<file path="src/rtl/pipe_stage_latch_if.sv">
// Handshake bundle between a pipeline stage latch and its neighbours.
// The slave modport is the stage's own view; master is the surrounding datapath.
interface pipe_stage_latch_if #(
  parameter int DATA_W = 64
);
  logic              i_flush;
  logic              i_valid;
  logic              o_ready;
  logic [DATA_W-1:0] i_data;
  logic              o_valid;
  logic              i_ready;
  logic [DATA_W-1:0] o_data;
  logic [1:0]        o_occupancy;

  modport slave (
    input  i_flush, i_valid, i_data, i_ready,
    output o_ready, o_valid, o_data, o_occupancy
  );

  modport master (
    output i_flush, i_valid, i_data, i_ready,
    input  o_ready, o_valid, o_data, o_occupancy
  );
endinterface

</file>
<file path="src/rtl/pipe_stage_latch.sv">
// Inter-stage pipeline register with valid/ready handshake, stall and flush.
// Define PIPE_STAGE_SKID_EN to add a one-entry skid buffer with a registered o_ready.
module pipe_stage_latch #(
  parameter int                DATA_W    = 64,
  parameter logic [DATA_W-1:0] RESET_VAL = '0
) (
  input  logic                 clk,
  input  logic                 rst,
  pipe_stage_latch_if.slave    bus
);

`ifdef PIPE_STAGE_SKID_EN
  typedef enum logic [1:0] {
    EMPTY = 2'd0,
    BUSY  = 2'd1,
    FULL  = 2'd2
  } state_t;
`else
  typedef enum logic [1:0] {
    EMPTY = 2'd0,
    BUSY  = 2'd1
  } state_t;
`endif

  state_t            state_q, state_d;
  logic [DATA_W-1:0] main_q, main_d;
`ifdef PIPE_STAGE_SKID_EN
  logic [DATA_W-1:0] skid_q, skid_d;
`endif

  logic stageValid;
  logic stageReady;
  logic inXfer;
  logic outXfer;

  assign stageValid = (state_q != EMPTY);
`ifdef PIPE_STAGE_SKID_EN
  assign stageReady = (state_q != FULL);
`else
  // Without a skid slot the stage may only refill when its payload leaves this cycle.
  assign stageReady = ~stageValid | bus.i_ready;
`endif

  assign inXfer  = bus.i_valid & stageReady;
  assign outXfer = stageValid & bus.i_ready;

  assign bus.o_valid     = stageValid;
  assign bus.o_ready     = stageReady;
  assign bus.o_data      = main_q;
  assign bus.o_occupancy = state_q;

  always_comb begin
    state_d = state_q;
    main_d  = main_q;
`ifdef PIPE_STAGE_SKID_EN
    skid_d  = skid_q;
`endif
    if (bus.i_flush) begin
      state_d = EMPTY;
      main_d  = RESET_VAL;
`ifdef PIPE_STAGE_SKID_EN
      skid_d  = RESET_VAL;
`endif
    end else begin
      unique case (state_q)
        EMPTY: begin
          if (inXfer) begin
            main_d  = bus.i_data;
            state_d = BUSY;
          end
        end
        BUSY: begin
          if (inXfer && outXfer) begin
            main_d = bus.i_data;
          end else if (outXfer) begin
            state_d = EMPTY;
`ifdef PIPE_STAGE_SKID_EN
          end else if (inXfer) begin
            skid_d  = bus.i_data;
            state_d = FULL;
`endif
          end
        end
`ifdef PIPE_STAGE_SKID_EN
        FULL: begin
          if (outXfer) begin
            main_d  = skid_q;
            state_d = BUSY;
          end
        end
`endif
        default: begin
          state_d = EMPTY;
        end
      endcase
    end
  end

  always_ff @(negedge clk) begin
    if (!rst) begin
      state_q <= EMPTY;
      main_q  <= RESET_VAL;
`ifdef PIPE_STAGE_SKID_EN
      skid_q  <= RESET_VAL;
`endif
    end else begin
      state_q <= state_d;
      main_q  <= main_d;
`ifdef PIPE_STAGE_SKID_EN
      skid_q  <= skid_d;
`endif
    end
  end

endmodule

</file>
<file path="src/flat_wrapper.sv">
// flat-port wrapper written by rule: the top's interface ports become plain ports
module pipe_stage_latch_flat 
#(
  parameter int                DATA_W    = 64,
  parameter logic [DATA_W-1:0] RESET_VAL = '0
)
  (clk, rst, bus_i_flush, bus_i_valid, bus_i_data, bus_i_ready, bus_o_ready, bus_o_valid, bus_o_data, bus_o_occupancy);
  pipe_stage_latch_if #(.DATA_W(DATA_W)) bus_i ();
  input  logic clk;
  input  logic rst;
  input wire logic [$bits(bus_i.i_flush)-1:0] bus_i_flush;
  input wire logic [$bits(bus_i.i_valid)-1:0] bus_i_valid;
  input wire logic [$bits(bus_i.i_data)-1:0] bus_i_data;
  input wire logic [$bits(bus_i.i_ready)-1:0] bus_i_ready;
  output wire logic [$bits(bus_i.o_ready)-1:0] bus_o_ready;
  output wire logic [$bits(bus_i.o_valid)-1:0] bus_o_valid;
  output wire logic [$bits(bus_i.o_data)-1:0] bus_o_data;
  output wire logic [$bits(bus_i.o_occupancy)-1:0] bus_o_occupancy;
  assign bus_i.i_flush = bus_i_flush;
  assign bus_i.i_valid = bus_i_valid;
  assign bus_i.i_data = bus_i_data;
  assign bus_i.i_ready = bus_i_ready;
  assign bus_o_ready = bus_i.o_ready;
  assign bus_o_valid = bus_i.o_valid;
  assign bus_o_data = bus_i.o_data;
  assign bus_o_occupancy = bus_i.o_occupancy;
  pipe_stage_latch #(.DATA_W(DATA_W), .RESET_VAL(RESET_VAL)) u_core (.clk(clk), .rst(rst), .bus(bus_i));
endmodule
</file>
<file path="config.mk">
export PLATFORM = sky130hd
export DESIGN_NAME = pipe_stage_latch_flat
export DESIGN_NICKNAME = d
export VERILOG_FILES = /design/src/rtl/pipe_stage_latch_if.sv /design/src/rtl/pipe_stage_latch.sv /design/src/flat_wrapper.sv
export SDC_FILE = /design/constraint.sdc
export NUM_CORES = 1
export LEC_CHECK = 0
export ABC_AREA = 1
export BUFFER_PORTS_ARGS = -buffer_cell sky130_fd_sc_hd__buf_2
export CORE_ASPECT_RATIO = 0.8
export CORE_UTILIZATION = 47
export DETAILED_ROUTE_END_ITERATION = 12
export PLACE_DENSITY = 0.79
export SYNTH_ARGS = -nofsm -noshare
export SYNTH_HDL_FRONTEND = slang
export SYNTH_SLANG_ARGS = --single-unit
export TNS_END_PERCENT = 50
</file>
<file path="constraint.sdc">
create_clock -name clk -period 1.3 [get_ports clk]
set_clock_uncertainty 0.15 [all_clocks]
set_input_delay 0.195 -clock clk [delete_from_list [all_inputs] [get_ports clk]]
set_output_delay 0.195 -clock clk [all_outputs]
set_load 0.01 [all_outputs]
</file>
======== Word level (Yosys, flattened, before mapping) ========
Cells that the tools add are included.
word-level totals
  bits in registers ....................... 66
  output and inout bits ................... 68
  logic and storage cells ................. 26
operators by class
  eq/ne operators ......................... 5
  muxes and demuxes ....................... 7
  bitwise operators ....................... 5
  reduce and logical (&&, ||, !) cells .... 7
operators by type and width
  kind                                                                   count
  64-bit two-way mux                                                     2
  64-bit case mux with 2 select lines                                    1
  2-bit two-way mux                                                      3
  2-bit by 1-bit != test with 1-bit output, second input constant        3
  3-bit AND reduction                                                    2
  2-bit case mux with 2 select lines                                     1
  2-bit nonzero test                                                     2
  1-bit AND                                                              2
  2-bit by 1-bit equality test with 1-bit output, second input constant  1
  2-bit zero test                                                        1
  2-bit != test, second input constant                                   1
  1-bit NOT                                                              2
  2-bit OR reduction                                                     1
  1-bit logical AND                                                      1
  1-bit OR                                                               1

======== Depth between registers and ports, before layout ========
Gate-level depths: netlist of run 1.
  depth after elaboration ................. 7
  gate-level depth with buffers ........... 7
  mapped depth without buffers ............ 5

==> results of run 1 <==
layout make-up:
type,count,area (µm²)
clock buffer,9,124
clock inverter,70,345
fill,356,900
inverter,66,273
multi-input combinational,261,1260
sequential,65,1390
tap,81,101
timing repair buffer,182,1590
tightest hold or removal path, cell delays in order (launching register included):
cell                      delay (ns)
sky130_fd_sc_hd__dfxtp_2        0.32
sky130_fd_sc_hd__a21oi_1        0.04
sky130_fd_sc_hd__nor2_1         0.08
power groups by stage:
| stage | registers [mW] | clock network (mW) | logic [mW] |
|---|---|---|---|
| 4_1_cts | 2.18 | 2.88 | 0.896 |
| 6_report | 2.18 | 2.84 | 0.942 |
| 5_1_grt | 2.19 | 3.15 | 1.02 |
| 2_1_floorplan | 2.21 | 0.308 | 0.424 |
| 3_3_place_gp | 2.16 | 0.308 | 0.753 |
| 3_5_place_dp | 2.17 | 0.308 | 0.771 |
metal layers:
metal | vias to the layer above | track usage, % | wire [µm]
met5 | - | 0 | 0
met4 | 0 | 14.5 | 163
met3 | 18 | 11.9 | 627
met2 | 124 | 47.6 | 4760
met1 | 1566 | 26.7 | 3620
li1 | 1763 | - | -
worst paths after layout:
| check | to | cells past startpoint | startpoint |
|---|---|---|---|
| worst max-delay path | bus_o_ready | 3 | u_core.bus.o_occupancy[0]$_SDFFE_NP0P_ |
| worst max register to register | u_core.bus.o_data[53]$_SDFFE_NP0P_ | 6 | u_core.bus.o_occupancy[0]$_SDFFE_NP0P_ |
| worst min register to register | u_core.bus.o_data[21]$_SDFFE_NP0P_ | 2 | u_core.bus.o_data[21]$_SDFFE_NP0P_ |
| worst min-delay path | u_core.bus.o_data[21]$_SDFFE_NP0P_ | 2 | u_core.bus.o_data[21]$_SDFFE_NP0P_ |
state kept, by name (all words and copies together) (netlist names):
signal / count
u_core.bus.o_data: 64
u_core.bus.o_occupancy: 1
cell families after synthesis:
| family | count (synthesis) |
|---|---|
| and+or+nand+nor | 195 |
| buffers and inverters | 103 |
| AOI/OAI and AO/OA | 65 |
| DFF | 65 |
| other | 1 |
layout by cell type (no fill, tap or decap):
cell type                    netlist  final
sky130_fd_sc_hd__inv_1            66    129
sky130_fd_sc_hd__buf_6             6     69
sky130_fd_sc_hd__buf_2            19     65
sky130_fd_sc_hd__nand2_1          64     64
sky130_fd_sc_hd__nor2_1           64     64
sky130_fd_sc_hd__dfxtp_2           0     64
sky130_fd_sc_hd__nand3_1          64     59
sky130_fd_sc_hd__a21oi_1          65     47
sky130_fd_sc_hd__buf_4            10     38
sky130_fd_sc_hd__a21oi_2           0     18
sky130_fd_sc_hd__buf_12            0     10
sky130_fd_sc_hd__clkbuf_8          0      9
sky130_fd_sc_hd__nand3_2           0      5
sky130_fd_sc_hd__bufinv_16         0      3
sky130_fd_sc_hd__inv_12            0      2
sky130_fd_sc_hd__nand2_8           0      1
sky130_fd_sc_hd__nor2_4            1      1
sky130_fd_sc_hd__nor3_1            1      1
sky130_fd_sc_hd__conb_1            1      1
sky130_fd_sc_hd__inv_4             0      1
sky130_fd_sc_hd__clkinvlp_2        0      1
sky130_fd_sc_hd__dfxtp_4           0      1
stage by stage:
stage | util, % | hold WS (ns) | total power [mW] | setup TNS, ns | instances
2_1_floorplan | - | 0.352 | 2.95 | -24.14 | 429
3_3_place_gp | 66.2 | 0.300 | 3.23 | -42.29 | 641
3_5_place_dp | 66.2 | 0.314 | 3.25 | -44.30 | 641
4_1_cts | 83.5 | 0.332 | 5.96 | -47.04 | 725
5_1_grt | 84.9 | 0.348 | 6.36 | -52.77 | 734
6_report | 84.9 | 0.326 | 5.97 | -49.12 | 734
timing repair:
action	in CTS	in global routing
endpoints found under the setup margin	131	132
pin swaps	2	1
gates resized for setup	136	5
buffers inserted	6	9
==> summary.txt, run 1 <==
Outcome
  – Outcome: complete, but fails checks
  – Violated checks: setup timing

Floorplanning
  – Vertical die dimension: 72.8 µm
  – Die W: 90.5 µm
  – Area of the core region: 5970 µm²
  – Initial Util: 49.3%
  – Count of boundary I/O pins: 137
  – Die Area: 6590 µm²
  – Number of cell rows: 25

Clock tree
  – CTS sink cnt: 65
  – Hold Buf Count CTS: 0
  – Clock buffers created by TritonCTS: 9
  – H-tree depth: 3
  – Clock tree from TritonCTS: done
  – Root Driver: sky130_fd_sc_hd__clkbuf_8
  – Maximum count of clock buffers along a single path: 2
  – Worst-skew pair later-pin latency: 0.38 ns
  – Clock transition time at the flip-flop clock pins of the worst setup and hold paths: 0.03 ns

Yosys
  – Syn Nets: 498
  – Basic-gate share of the synthesized area counting and, or, nand and nor cells: 27.9%
  – Largest family of logic cells by synthesized area: simple AND/OR/NAND/NOR gates
  – Top-area cell type share of the netlist area: 44.2%
  – Total of flip-flops plus latches after synthesis: 65
  – Count of unique library cells instantiated by Yosys: 15
  – Cell accounting for the most synthesized area: sky130_fd_sc_hd__dfxtp_1
  – Synthesized-area fraction occupied by adder cells: 0%
  – Avg Inst Size Synth: 6.87 µm²
  – Mux cell area share after synthesis: 0%
  – Post-Syn Instances: 429
  – Post-synth top flop: sky130_fd_sc_hd__dfxtp_1
  – Synthesized-area fraction occupied by ao, oa, aoi and oai cells: 11.0%
  – Post-Synthesis Cell Area: 2950 µm²
  – Number of enable-type register cells in the synthesized netlist: 0
  – Fraction of synthesized cell area in xor and xnor cells: 0%
  – Ys async rst share: 0%
  – Synth cell count leaders: sky130_fd_sc_hd__inv_1 (66), sky130_fd_sc_hd__a21oi_1 (65), sky130_fd_sc_hd__dfxtp_1 (65)
  – Cell with the most instances after synthesis: sky130_fd_sc_hd__inv_1
  – Number of warnings printed during yosys synthesis: 0
  – Top area cells in the synthesized netlist: sky130_fd_sc_hd__dfxtp_1 (44%), sky130_fd_sc_hd__a21oi_1 (11%), sky130_fd_sc_hd__nand3_1 (11%)
  – Sequential area share after synthesis: 44.2%

Setup path
  – Cell type of the slowest stage on the worst timing path: sky130_fd_sc_hd__dfxtp_4
  – Buffers plus inverters on the worst setup path: 2
  – Top cell family by delay on the critical path: flip-flops
  – Most used cell, CP: sky130_fd_sc_hd__buf_6
  – Critical path's largest stage delay: 0.37 ns
  – Critical Path End Type: output port
  – WP data required: 0.95 ns
  – Kind of critical path: flop to output port
  – Crit path launch type: flop
  – FF-to-FF setup slack: 0 ns
  – List of cells traversed by the critical path: nand2_8, buf_6, buf_6
  – CP max FO: 2
  – WP data arrival: 1.68 ns

Placement
  – Gp weighted congestion: 0.771
  – Post-Place Cell Area: 3960 µm²
  – Placement-stage worst setup slack: -0.575 ns
  – Sum of net half-perimeters after detailed placement: 4900 µm
  – Port Buf Inserts: 135

Route
  – Initial DRC Count: 83
  – Remaining antenna violation count after routing: 0
  – Total via count in the routed design: 3471
  – Remaining DRCs: 0
  – Average routed wire per standard cell: 12.5 µm
  – Via density: 4.73
  – Detailed Route WL: 9170 µm
  – Initial DRT Pass Iterations: 4

Pwr
  – Clock group share of total power: 47.6%
  – Power dissipated by switching net loads: 1.83 mW
  – PwrDens: 1180 nW/µm²
  – Leak pwr: 2.84 nW
  – Highest ir drop seen on vdd: 1090 µV
  – Sequential cell fraction of total power: 36.6%
  – Switching share of power: 30.8%
  – Cell internal pwr: 4.13 mW
  – Comb pwr share: 15.8%

GRT
  – Initial antenna violation count: 0
  – Total routing usage reported by global routing: 26.8%
  – Total global routing overflow: 0
  – Largest net degree at the start of global routing: 37
  – First-pass GRT wire length: 13900 µm
  – Number of global-route vias before repair: 3339

Final layout
  – Share of post-route cells with drive strength above 1: 44.1%
  – Count of nets after finishing: 719
  – ANT cells: 0
  – Area Overhead vs Synth: 72.2%
  – Final instance area: 5070 µm²

STA
  – Setup ws final: -0.721 ns
  – Final Hold Viols: 0
  – Pins over their slew limit: 0
  – Number of endpoints failing setup at the final stage: 131
  – RSZ-0062 raised after global routing: yes

Hold path
  – Hold crit path type: flop to flop

Run
  – Maxcap violations: 0
Power figures use the tool's default switching activity.
==> inputs of run 2 (changes only) <==
--- a/config.mk
+++ b/config.mk
@@ -10,4 +10,6 @@
 export CORE_ASPECT_RATIO = 0.8
 export CORE_UTILIZATION = 47
+export CTS_BUF_LIST = sky130_fd_sc_hd__clkbuf_16
+export CTS_CLUSTER_DIAMETER = 40
 export DETAILED_ROUTE_END_ITERATION = 12
 export PLACE_DENSITY = 0.79
--- a/constraint.sdc
+++ b/constraint.sdc
@@ -3,3 +3,3 @@
 set_input_delay 0.195 -clock clk [delete_from_list [all_inputs] [get_ports clk]]
 set_output_delay 0.195 -clock clk [all_outputs]
-set_load 0.01 [all_outputs]
+set_load 0.005 [all_outputs]
==> summary.txt, run 2 (same netlist as run 1, synthesis figures left out) <==
Outcome
  – Outcome: complete, but fails checks
  – Violated checks: setup timing

Final layout
  – Number of flip-flops under the largest register name: 64 (unchanged)
  – Most common cell after layout, fill and taps aside: sky130_fd_sc_hd__inv_1
  – ANT cells: 0 (unchanged)
  – Count of nets after finishing: 703 (-2.2%)
  – Combined area of the multi-input logic cells: 1220 µm² (-2.8%)
  – Area Overhead vs Synth: 59.8%
  – Commonest cells after routing, fill and taps aside: sky130_fd_sc_hd__inv_1 (132), sky130_fd_sc_hd__buf_2 (106), sky130_fd_sc_hd__nand2_1 (64), sky130_fd_sc_hd__nor2_1 (64), sky130_fd_sc_hd__dfxtp_2 (64)
  – Fin util: 78.8% (-6.1 points)
  – Filler cell count: 425 (+19%)
  – Share of post-route cells with drive strength above 1: 41.5% (-2.6 points)
  – Flip-flop and latch area: 1390 µm² (unchanged)

Route
  – Total via count in the routed design: 3346 (-3.6%)
  – Detailed Route WL: 8040 µm (-12%)
  – Remaining DRCs: 0 (unchanged)
  – Remaining antenna violation count after routing: 0 (unchanged)
  – Via density: 4.65 (-1.7%)
  – Average routed wire per standard cell: 11.2 µm (-11%)
  – Initial DRT Pass Iterations: 4 (unchanged)
  – Initial DRC Count: 121 (+46%)

Clock tree
  – CTS sink cnt: 65 (unchanged)
  – Clock buffers created by TritonCTS: 9 (unchanged)
  – Hold Buf Count CTS: 0 (unchanged)
  – Maximum count of clock buffers along a single path: 2 (unchanged)
  – Clock tree from TritonCTS: done
  – Clock transition time at the flip-flop clock pins of the worst setup and hold paths: 0.06 ns (+0.03 ns)
  – H-tree depth: 3 (unchanged)
  – Worst-skew pair later-pin latency: 0.40 ns (+0.02 ns)
  – Root Driver: sky130_fd_sc_hd__clkbuf_16

Floorplanning
  – Die Area: 6590 µm² (unchanged)
  – Number of cell rows: 25 (unchanged)
  – Area of the core region: 5970 µm² (unchanged)
  – Vertical die dimension: 72.8 µm (unchanged)
  – Count of boundary I/O pins: 137 (unchanged)
  – Die W: 90.5 µm (unchanged)
  – Initial Util: 49.3% (unchanged)

Setup path
  – Worst Reg2Reg Path Length in Cells: 8 (+2)
  – Endpoint of the worst register-to-register path: u_core.bus.o_data[30]$_SDFFE_NP0P_
  – Buffers plus inverters on the worst setup path: 2 (unchanged)
  – Crit path launch type: flop
  – Top cell family by delay on the critical path: flip-flops
  – CP max FO: 2 (unchanged)
  – Kind of critical path: flop to output port
  – Cell type of the slowest stage on the worst timing path: sky130_fd_sc_hd__dfxtp_4
  – FF-to-FF setup slack: -0.26 ns (-0.26 ns)
  – Critical path's largest stage delay: 0.37 ns (about the same)
  – List of cells traversed by the critical path: nand2_4, buf_12, buf_6
  – WP data required: 0.95 ns (about the same)
  – WP data arrival: 1.72 ns (+0.04 ns)
  – Critical Path End Type: output port
  – Origin of the critical flop-to-flop path: u_core.bus.o_occupancy[0]$_SDFFE_NP0P_

STA
  – Setup ws final: -0.763 ns (-0.0414 ns)
  – Final Hold Viols: 0 (unchanged)
  – RSZ-0062 raised after global routing: yes
  – TNS Setup: -63.00 ns (-13.88 ns)
  – Number of endpoints failing setup at the final stage: 132 (+0.76%)
  – Pins over their slew limit: 0 (unchanged)

Placement
  – Gp weighted congestion: 0.702 (-8.9%)
  – Port Buf Inserts: 135 (unchanged)
  – Sum of net half-perimeters after detailed placement: 4520 µm (-7.6%)
  – Placement-stage worst setup slack: -0.496 ns (+0.0793 ns)

GRT
  – Total routing usage reported by global routing: 23.8% (-2.9 points)
  – First-pass GRT wire length: 12600 µm (-9.9%)
  – Number of global-route vias before repair: 3101 (-7.1%)
  – Initial antenna violation count: 0 (unchanged)
  – Largest net degree at the start of global routing: 51 (+38%)
  – Total global routing overflow: 0 (unchanged)

Pwr
  – Clock group share of total power: 52.1% (+4.5 points)
  – Switching share of power: 30.4% (-0.38 points)
  – Power dissipated by switching net loads: 1.86 mW (+1.5%)
  – Leak pwr: 2.76 nW (-2.7%)
  – Highest ir drop seen on vdd: 705 µV (-35%)
  – PwrDens: 1300 nW/µm² (+11%)
  – Sequential cell fraction of total power: 35.5% (-1.1 points)
  – Comb pwr share: 12.5% (-3.3 points)
  – Cell internal pwr: 4.27 mW (+3.3%)

Run
  – Maxcap violations: 0 (unchanged)

Hold path
  – Cell count of the worst hold path: 2 (unchanged)
  – Hold crit path type: flop to flop
  – Hold path start: u_core.bus.o_data[40]$_SDFFE_NP0P_
  – Terminating pin of the worst hold path: u_core.bus.o_data[40]$_SDFFE_NP0P_
[run 2: how the worst max path moves through the flow]
stage	cells past startpoint	startpoint	slack, ns	endpoint
detailed placement	6	bus_i_ready	-0.50	u_core.bus.o_data[4]$_SDFFE_NP0P_
floorplan	6	bus_i_ready	-0.36	u_core.bus.o_data[15]$_SDFFE_NP0P_
finish	3	u_core.bus.o_occupancy[0]$_SDFFE_NP0P_	-0.76	bus_o_ready
CTS	3	u_core.bus.o_occupancy[0]$_SDFFE_NP0P_	-0.73	bus_o_ready
global route	3	u_core.bus.o_occupancy[0]$_SDFFE_NP0P_	-0.80	bus_o_ready
global placement	7	bus_i_ready	-0.47	u_core.bus.o_data[27]$_SDFFE_NP0P_
[run 2: what timing repair did]
action / CTS / global route
gates cloned: 1 / 0
setup endpoints to repair: 131 / 132
pin swaps: 1 / 1
buffers inserted: 9 / 6
gates resized for setup: 83 / 30
[run 2: worst min-delay path, stage by stage (launching register included)]
cell and delay [ns]:
sky130_fd_sc_hd__dfxtp_2 0.32, sky130_fd_sc_hd__a21oi_2 0.03, sky130_fd_sc_hd__nor2_1 0.08
[run 2: through the flow]
step | cells | hold WS [ns] | power [mW] | cell area [µm²]
global placement | 624 | 0.307 | 3.12 | 3690
finish | 720 | 0.310 | 6.13 | 4710
global route | 720 | 0.329 | 6.60 | 4710
detailed placement | 624 | 0.314 | 3.13 | 3690
floorplan | 429 | 0.325 | 2.88 | 2980
CTS | 714 | 0.313 | 6.13 | 4520
[run 2: power groups by stage]
stage	Sequential (mW)	Clock, mW	Combinational [mW]
finish	2.17	3.19	0.763
global route	2.18	3.57	0.851
CTS	2.17	3.25	0.711
detailed placement	2.17	0.308	0.654
global placement	2.17	0.308	0.641
floorplan	2.18	0.308	0.391
[run 2: routing by layer]
layer  global-route usage [%]  vias up  share of wire, %
met4                     17.0        0               1.6
met2                     37.3      111                48
met3                     12.1       11               7.6
met1                     25.3     1485                42
li1                         -     1739                 -
met5                        0        -                 0
[run 2: cell type report]
| class | instances | share of cell area, % |
|---|---|---|
| flip-flops and latches | 65 | 29.4 |
| inverters | 66 | 5.26 |
| clock inverters | 72 | 6.62 |
| multi-input cells | 261 | 26.0 |
| clock buffers | 9 | 4.78 |
| well taps | 81 | 2.15 |
| repair buffers | 166 | 25.8 |
